===== src/rtl/clockphase_decoder.sv =====
// clockphase_decoder: receive side of the MCS-4 two-phase clock; syncs clk1/clk2, strobes edges, checks order/timing, tracks lock.
// Latency: an edge strobe is registered 3 sysclk posedges after the input change is driven (2 sync flops, history flop, output flop).
// Backpressure: none; free-running monitor, all outputs registered. Optional CLOCKPHASE_SUBCYCLE_EN adds sync_in/subcycle/cycle_start.
module clockphase_decoder #(
    parameter int SYSCLK_TCY = 20,
    parameter int TOL        = 2,
    parameter int LOCK_COUNT = 4
) (
    input  logic       sysclk,
    input  logic       reset,
    input  logic       clk1_in,
    input  logic       clk2_in,
    input  logic       err_clear,
`ifdef CLOCKPHASE_SUBCYCLE_EN
    input  logic       sync_in,
    output logic [2:0] subcycle,
    output logic       cycle_start,
`endif
    output logic       clk1_rise,
    output logic       clk1_fall,
    output logic       clk2_rise,
    output logic       clk2_fall,
    output logic       locked,
    output logic       timing_err,
    output logic       err_sticky
);

    // Nominal MCS-4 intervals expressed in sysclk cycles.
    localparam int NPW = 400 / SYSCLK_TCY;
    localparam int ND1 = 400 / SYSCLK_TCY;
    localparam int ND2 = 200 / SYSCLK_TCY;
    localparam int NCY = 1400 / SYSCLK_TCY;
    localparam int CW  = $clog2(NCY) + 1;
    localparam logic [CW-1:0] CMAX = '1;

    typedef enum logic [1:0] {UNLOCKED, ACQUIRE, LOCKED} state_t;
    // Which edge is due next in the clk1 rise -> clk1 fall -> clk2 rise -> clk2 fall loop.
    typedef enum logic [1:0] {EXP_C1R, EXP_C1F, EXP_C2R, EXP_C2F} phase_t;

    logic          c1_s1, c1_s2, c1_h;
    logic          c2_s1, c2_s2, c2_h;
    logic          e1r, e1f, e2r, e2f, any_edge, ovl_on;
    logic [3:0]    edges, exp_mask;
    logic [CW-1:0] cnt_q;
    logic [CW:0]   meas;
    state_t        state_q, state_d;
    phase_t        exp_q, exp_d;
    logic [3:0]    good_q, good_d;
    logic          viol;
    int            nom_sel;

    // Pass check for one measured interval against its nominal value.
    function automatic logic in_tol(input logic [CW:0] m, input int nom);
        int d;
        d = int'(m) - nom;
        return (d <= TOL) && (d >= -TOL);
    endfunction

    // Two-flop synchronisers plus a history flop per phase input.
    always_ff @(posedge sysclk) begin
        if (reset) begin
            c1_s1 <= 1'b0; c1_s2 <= 1'b0; c1_h <= 1'b0;
            c2_s1 <= 1'b0; c2_s2 <= 1'b0; c2_h <= 1'b0;
        end else begin
            c1_s1 <= clk1_in; c1_s2 <= c1_s1; c1_h <= c1_s2;
            c2_s1 <= clk2_in; c2_s2 <= c2_s1; c2_h <= c2_s2;
        end
    end

    assign e1r      = c1_s2 & ~c1_h;
    assign e1f      = ~c1_s2 & c1_h;
    assign e2r      = c2_s2 & ~c2_h;
    assign e2f      = ~c2_s2 & c2_h;
    assign edges    = {e2f, e2r, e1f, e1r};
    assign any_edge = |edges;
    assign exp_mask = 4'b0001 << exp_q;
    // Only the onset of overlap is flagged, so a long overlap gives one pulse.
    assign ovl_on   = c1_s2 & c2_s2 & ~(c1_h & c2_h);
    // The counter holds cycles-since-edge minus one when the next edge is seen.
    assign meas     = {1'b0, cnt_q} + {{CW{1'b0}}, 1'b1};

    // Interval counter: restarts on every edge, saturates to signal a stopped clock.
    always_ff @(posedge sysclk) begin
        if (reset) begin
            cnt_q <= '0;
        end else if (any_edge) begin
            cnt_q <= '0;
        end else if (cnt_q != CMAX) begin
            cnt_q <= cnt_q + {{(CW-1){1'b0}}, 1'b1};
        end
    end

    // Lock state, expected next edge and good-cycle count.
    always_ff @(posedge sysclk) begin
        if (reset) begin
            state_q <= UNLOCKED;
            exp_q   <= EXP_C1R;
            good_q  <= 4'd0;
        end else begin
            state_q <= state_d;
            exp_q   <= exp_d;
            good_q  <= good_d;
        end
    end

    // Violation detection and next-state logic; a violation always wins and unlocks.
    always_comb begin
        state_d = state_q;
        exp_d   = exp_q;
        good_d  = good_q;
        viol    = 1'b0;
        nom_sel = NPW;
        case (exp_q)
            EXP_C1R: nom_sel = ND2;
            EXP_C1F: nom_sel = NPW;
            EXP_C2R: nom_sel = ND1;
            EXP_C2F: nom_sel = NPW;
            default: nom_sel = NPW;
        endcase

        if (ovl_on) viol = 1'b1;
        if (state_q != UNLOCKED) begin
            if (cnt_q == CMAX) viol = 1'b1;
            if (any_edge) begin
                if (edges != exp_mask) viol = 1'b1;
                else if (!in_tol(meas, nom_sel)) viol = 1'b1;
            end
        end

        if (viol) begin
            state_d = UNLOCKED;
        end else begin
            case (state_q)
                UNLOCKED: begin
                    // This rise opens the first measured cycle; its ND2 gap is unknown.
                    if (e1r) begin
                        state_d = ACQUIRE;
                        good_d  = 4'd0;
                        exp_d   = EXP_C1F;
                    end
                end
                ACQUIRE, LOCKED: begin
                    if (any_edge) begin
                        exp_d = phase_t'(exp_q + 2'd1);
                        if (e2f && state_q == ACQUIRE) begin
                            good_d = good_q + 4'd1;
                            if (good_q == 4'(LOCK_COUNT - 1)) state_d = LOCKED;
                        end
                    end
                end
                default: state_d = UNLOCKED;
            endcase
        end
    end

    // Registered strobes and error reporting; a new error beats a simultaneous clear.
    always_ff @(posedge sysclk) begin
        if (reset) begin
            clk1_rise  <= 1'b0;
            clk1_fall  <= 1'b0;
            clk2_rise  <= 1'b0;
            clk2_fall  <= 1'b0;
            timing_err <= 1'b0;
            err_sticky <= 1'b0;
        end else begin
            clk1_rise  <= e1r;
            clk1_fall  <= e1f;
            clk2_rise  <= e2r;
            clk2_fall  <= e2f;
            timing_err <= viol;
            if (viol)           err_sticky <= 1'b1;
            else if (err_clear) err_sticky <= 1'b0;
        end
    end

    assign locked = (state_q == LOCKED);

`ifdef CLOCKPHASE_SUBCYCLE_EN
    logic sync_s1, sync_s2;

    // Instruction subcycle tracker A1..X3, realigned by the CPU SYNC pulse.
    always_ff @(posedge sysclk) begin
        if (reset) begin
            sync_s1     <= 1'b0;
            sync_s2     <= 1'b0;
            subcycle    <= 3'd0;
            cycle_start <= 1'b0;
        end else begin
            sync_s1     <= sync_in;
            sync_s2     <= sync_s1;
            cycle_start <= 1'b0;
            if (state_q != LOCKED) begin
                subcycle <= 3'd0;
            end else if (e2f) begin
                if (sync_s2) begin
                    subcycle    <= 3'd0;
                    cycle_start <= 1'b1;
                end else begin
                    subcycle <= subcycle + 3'd1;
                end
            end
        end
    end
`endif

endmodule


===== config.mk =====
export PLATFORM = sky130hd
export DESIGN_NAME = clockphase_decoder
export DESIGN_NICKNAME = d
export VERILOG_FILES = /design/src/rtl/clockphase_decoder.sv
export SDC_FILE = /design/constraint.sdc
export NUM_CORES = 1
export LEC_CHECK = 0
export ABC_AREA = 1
export BUFFER_PORTS_ARGS = -buffer_cell sky130_fd_sc_hd__buf_4
export CAP_MARGIN = 5
export CELL_PAD_IN_SITES_DETAIL_PLACEMENT = 0
export CELL_PAD_IN_SITES_GLOBAL_PLACEMENT = 2
export CORE_AREA = 2 2 71 73
export CTS_BUF_LIST = sky130_fd_sc_hd__clkbuf_8
export DETAILED_ROUTE_END_ITERATION = 10
export DIE_AREA = 0 0 73 75
export PLACE_DENSITY_LB_ADDON = 0.1
export SYNTH_ARGS = -nofsm -noshare
export SYNTH_HDL_FRONTEND = slang
export SYNTH_SLANG_ARGS = --single-unit

===== constraint.sdc =====
create_clock -name sysclk -period 8.3 [get_ports sysclk]
set_input_delay 1.66 -clock sysclk [delete_from_list [all_inputs] [get_ports sysclk]]
set_output_delay 1.66 -clock sysclk [all_outputs]
set_load 0.01 [all_outputs]

* Word level (Yosys, flattened, before mapping)
Index checks and enable logic that the tools add are counted.
Storage, ports and cells: bits in registers 28, input bits 5, output and inout bits 7, logic and storage cells 85
Operators by class: add/sub/neg operators 5, order comparisons 2, eq/ne operators 13, shifts and indexed selects 1, multiplexer cells 20, bitwise logic cells 13, reductions and logical operators 15
Operators with widths (count):
- case mux 32 bit (2 select lines) | 1
- greater-or-equal comparator 32 x 2 -> 1 bit (second input constant) | 1
- <= comparator 32 x 3 -> 1 bit (second input constant) | 1
- subtractor 10 x 32 -> 32 bit | 1
- two-way mux 4 bit | 3
- two-way mux 2 bit | 5
- adder 8 x 1 -> 9 bit (second input constant) | 1
- adder 8 x 1 -> 8 bit (second input constant) | 1
- equality test 8 bit (second input constant) | 1
- two-way mux 1 bit | 8
- != test 2 bit (second input constant) | 4
- != test 8 bit (second input constant) | 1
- case mux 2 bit (2 select lines) | 2
- case mux 4 bit (2 select lines) | 1
- AND reduction 4 bit | 2
- AND 1 bit | 7
- equality test 2 bit (second input constant) | 3
- NOT 1 bit | 6
- nonzero test 2 bit | 3
- AND reduction 5 bit | 1
- OR reduction 5 bit | 1
- adder 4 x 1 -> 4 bit (second input constant) | 1
- equality test 2 x 1 -> 1 bit (second input constant) | 2
- equality test 4 x 2 -> 1 bit (second input constant) | 1
- 8 further kinds | 11

* Longest topological paths before layout
depth in word-level cells 12, gate-level depth with buffers 26, depth with buffers taken out 26

* Worst setup path before layout
OpenSTA, ideal clock, no wires.
path kind reg-to-reg, from register exp_q[0], to register exp_q[0], library setup time 0.117 ns, data arrival time 2.907 ns, required time 8.183 ns, slack 5.276 ns, cell stages (with the launch flop) 25, path through dfxtp_1 inv_1 ha_1 inv_1 ha_1 nand2_1 nand3_1 nand2_1 nand3_1 nor3_1 ha_1 inv_1 nand2_1 nor2_1 nand2_1 nor2_1 nand3_1 nand2_1 nand3_1 nand2_1 nand2_2 a21oi_4 nand2_4 nor3_1 nor2_1
Between the ends: longest elaborated chain between the ends 12, elaborated cells between the ends (all ways) 21, classes of those cells 2 x add/sub; 2 x order compare; 4 x eq/ne; 1 x shift; 7 x mux; 1 x bitwise; 4 x reduce/logical
Ends and longest elaborated chain:
- from (decl) | line 47 | phase_t exp_q, exp_d;
- from (signal assigned) | line 101 | exp_q <= exp_d;
- equality test 2 bit or equality test 2 x 1 -> 1 bit (tied branches) | line 113 | case (exp_q)
- OR reduction 3 bit (no line)
- case mux 32 bit (2 select lines) | line 113
- subtractor 10 x 32 -> 32 bit | line 55 | d = int'(m) - nom;
- <= comparator 32 x 3 -> 1 bit or greater-or-equal comparator 32 x 2 -> 1 bit (tied branches) | line 56 | return (d <= TOL) && (d >= -TOL);
- logical AND 1 bit | line 56
- two-way mux 1 bit | line 126 | else if (!in_tol(meas, nom_sel)) viol = 1'b1;
- two-way mux 1 bit | line 125 | if (edges != exp_mask) viol = 1'b1;
- two-way mux 1 bit | line 124 | if (any_edge) begin
- two-way mux 1 bit | line 122 | if (state_q != UNLOCKED) begin
- NOT 1 bit (no line)
- AND reduction 4 bit (no line)
Several ways; a longest one is shown, not always the timed one. The select of a mux whose other input is x is not followed. A chain may end at the register's enable or synchronous reset.

* Worst setup path in the final report
from register cnt_q[0], to register exp_q[0]
Between the ends: longest elaborated chain between the ends 10, elaborated cells between the ends (all ways) 13, classes of those cells 2 x add/sub; 2 x order compare; 1 x eq/ne; 5 x mux; 1 x bitwise; 2 x reduce/logical
Ends and longest elaborated chain:
- from (decl) | line 44 | logic [CW-1:0] cnt_q;
- from (signal assigned) | line 89 | cnt_q <= cnt_q + {{(CW-1){1'b0}}, 1'b1};
- adder 8 x 1 -> 9 bit * | line 80 | assign meas = {1'b0, cnt_q} + {{CW{1'b0}}, 1'b1};
- net meas[2] | line 45 | logic [CW:0] meas;
- subtractor 10 x 32 -> 32 bit * | line 55
- <= comparator 32 x 3 -> 1 bit or greater-or-equal comparator 32 x 2 -> 1 bit (tied branches) | line 56
- logical AND 1 bit * | line 56
- two-way mux 1 bit * | line 126
- two-way mux 1 bit * | line 125
- two-way mux 1 bit * | line 124
- two-way mux 1 bit * | line 122
- NOT 1 bit (no line) *
- AND reduction 4 bit (no line) *
Mark *: on every way through the listed nets, which the timed path passes. The rest lies on a longest branch.

==> results_dict.tcl <==
set metrics [dict create \
    final_cell_area_um2 1958 \
    syn2layout_area_growth_pct 11.47 \
    place.gp.congestion 0.7838 \
    maxSlewViolCount 0 \
    ant_nets 0 \
    fillCellCount 507 \
    leakage_nw 0.9564 \
    critical_path.top_delay_family "simple AND/OR/NAND/NOR gates" \
    fin_crit_sh_pct 40.69 \
    clkTransAtPathRegs_ns 0.09 \
    report.final.hold_viol_count 0 \
    num_antenna_cells 0 \
    die-area_um2 5475 \
    synth_xor_area_share_pct 3.490 \
    wl_per_cell_um 10.67 \
    drt-pass1-iter-count 4 \
    yosysTopAreaCellShare_pct 31.91 \
    fp-row-count 25 \
    cpMostUsedCell "nand2_1" \
    crit_cells 25 \
    synth_adder_area_share_pct 14.67 \
    synth.area.mux_share_pct 0 \
    synth_area_leaders "dfxtp_1 (32%), ha_1 (14%), inv_1 (11%), nand2_1 (9.6%), nor2_1 (7.5%)" \
    drt_iter0_markers 47 \
    rsz0062_at_grt "false" \
    critPathMaxFanout 7 \
    dp_hpwl_um 2779 \
    crit_buf_inv 2 \
    worst_pin_slew_ns 0.6465 \
    slowest_stage "dfxtp_1" \
    finalSetupViolCount 0 \
    clk_latency_ns 0.27 \
    status "complete, no violations" \
    cts_tree "yes" \
    maxSlewHeadroom_pct 56.45 \
    grt_usage_pct 13.88 \
    r2r_cells 25 \
    syn-num-nets 273 \
    skew_ns 0.003574 \
    cp-end-kind "flip-flop" \
    final_cell_mix "inv_1 (50), nand2_1 (45), nor2_1 (35)" \
    critical_path_class "reg -> reg" \
    syn_area_per_cell_um2 7.083 \
    antenna_found_initial 0 \
    ir_worst_vdd_mv 0.1182 \
    grt_pass1_vias 1348 \
    yosysTopAreaCell "dfxtp_1" \
    maxCapViolCount 0 \
    clk_path_buf_depth 2 \
    cts_sinks 28 \
    syn_area_um2 1757 \
    post_drt_via_cell_ratio 4.617 \
    ys_seq_area_share_pct 31.91 \
    ys_ff_latch 28 \
    synth.distinct_cells 26 \
    synth_compound_area_share_pct 8.048 \
    via_count 1459 \
    die-height_um 75 \
    cts-root-buf "clkbuf_8" \
    cts-resized-gates 0 \
    fin_crit_ns 3.378 \
    grt_first_pass_wirelength_um 5940 \
    synth-simple-area-share_pct 30.98 \
    cts_buffers 3 \
    grt_overflow 0 \
    cts_hold_buf 0 \
    htreeDepth 1 \
    setup_tns_ns 0 \
    synth_cells 248 \
    worst_setup_path_start_kind "flip-flop" \
    grt_max_degree 17 \
    max_freq_ghz 0.2961 \
    fp.coreArea_um2 4661 \
    start_util_pct 37.69 \
    top_level_ports 12 \
    pwr_density_cell_nw_per_um2 218.7 \
    worstHoldPathCells 2 \
    critical_path.max_stage_delay_ns 0.34 \
    postPlaceCellArea_um2 1903 \
    hold_path.class "reg -> reg" \
    post_cts_buffers 0 \
    cp.arrival_ns 3.55 \
    chipWidth_um 73 \
    drive_gt1_share_pct 11.07 \
    final_nets 288 \
    wirelength_um 3373 \
    final_common_cell "inv_1" \
    required_ns 8.47 \
    numPortBuffers 11 \
    drc 0 \
    yosys_warnings 0 \
    synth_top_family_by_area "simple AND/OR/NAND/NOR gates" \
]
[through the flow]
step                worst slack, ns  hold WS (ns)  total power [mW]  instances  utilization (%)
detailed placement            4.911        0.4024            0.3503        312            40.83
global placement              4.884        0.3889            0.3574        312            40.83
finish                        4.922        0.4098            0.4282        316            42.01
floorplan                     5.276        0.3883            0.3096        248                -
CTS                           4.898        0.4165            0.4371        316            42.01
global route                  4.537        0.4269            0.4719        316            42.01
[registers in the layout, summed over array words and instances (netlist names), 2 cells and up]
| register | flops |
|---|---|
| cnt_q | 8 |
| good_q | 4 |
| exp_q | 2 |
| state_q | 2 |
[layout make-up]
| type | count | area (um2) | share of cell area (%) |
|---|---|---|---|
| tap | 54 | 67.56 | 3.450 |
| inverter | 50 | 187.7 | 9.585 |
| sequential | 28 | 560.5 | 28.63 |
| timing repair buffer | 11 | 82.58 | 4.217 |
| multi-input combinational | 169 | 1005 | 51.31 |
| clock buffer | 4 | 55.05 | 2.811 |
[worst reg2reg max path, delay by kind of cell (launching register included)]
family	cells	cell delay, ns
and+or+nand+nor	19	1.76
AOI/OAI and AO/OA	1	0.25
DFF	1	0.34
buffers and inverters	2	0.14
adders and majority gates	3	0.77
[path summary, 6_finish.rpt]
| check | end | startpoint | slack [ns] |
|---|---|---|---|
| worst max-delay path | exp_q[0] | cnt_q[0] | 4.92 |
| worst min-delay path | c2_s2 | c2_s1 | 0.41 |
| worst max register to register | exp_q[0] | cnt_q[0] | 4.92 |
| worst min register to register | c2_s2 | c2_s1 | 0.41 |
[layer usage]
layer / GRT usage, % / wire, um
met5: 0 / 0
met4: 4.321 / 27
met3: 2.008 / 61
met2: 25.53 / 1745
met1: 16.65 / 1538
[power breakdown]
group          internal, mW  total (mW)  switching (mW)
clock                0.0424      0.0830          0.0406
combinational        0.0739       0.192           0.118
sequential            0.146       0.153         0.00771
total                 0.262       0.428           0.166
[synthesized netlist by cell type]
| library cell | number |
|---|---|
| nand2_1 | 45 |
| nor2_1 | 35 |
| nand3b_1 | 1 |
| nand4_1 | 8 |
| nand3_1 | 13 |
| inv_1 | 50 |
| nor3_1 | 4 |
| clkbuf_1 | 1 |
| or2_2 | 2 |
| nand3_2 | 1 |
| xnor2_1 | 4 |
| o21ai_0 | 9 |
| nor2_2 | 2 |
| nand2_4 | 1 |
| xor2_1 | 3 |
| nor2_4 | 1 |
| dfxtp_1 | 28 |
| ha_1 | 19 |
| nand4_2 | 1 |
| nand2_2 | 5 |
| o31ai_1 | 1 |
| a21oi_1 | 7 |
| fa_1 | 1 |
| a21oi_4 | 1 |
| a211oi_1 | 3 |
| o21bai_1 | 2 |
[cell families (layout without fill, tap and decap cells)]
| family | after synthesis | count (layout) |
|---|---|---|
| DFF | 28 | 28 |
| xor gates and xnor gates | 7 | 7 |
| buffers and inverters | 51 | 65 |
| AOI/OAI and AO/OA | 23 | 23 |
| adders and majority gates | 20 | 20 |
| and+or+nand+nor | 119 | 119 |
Note: power is estimated with default switching activity, not from simulation.
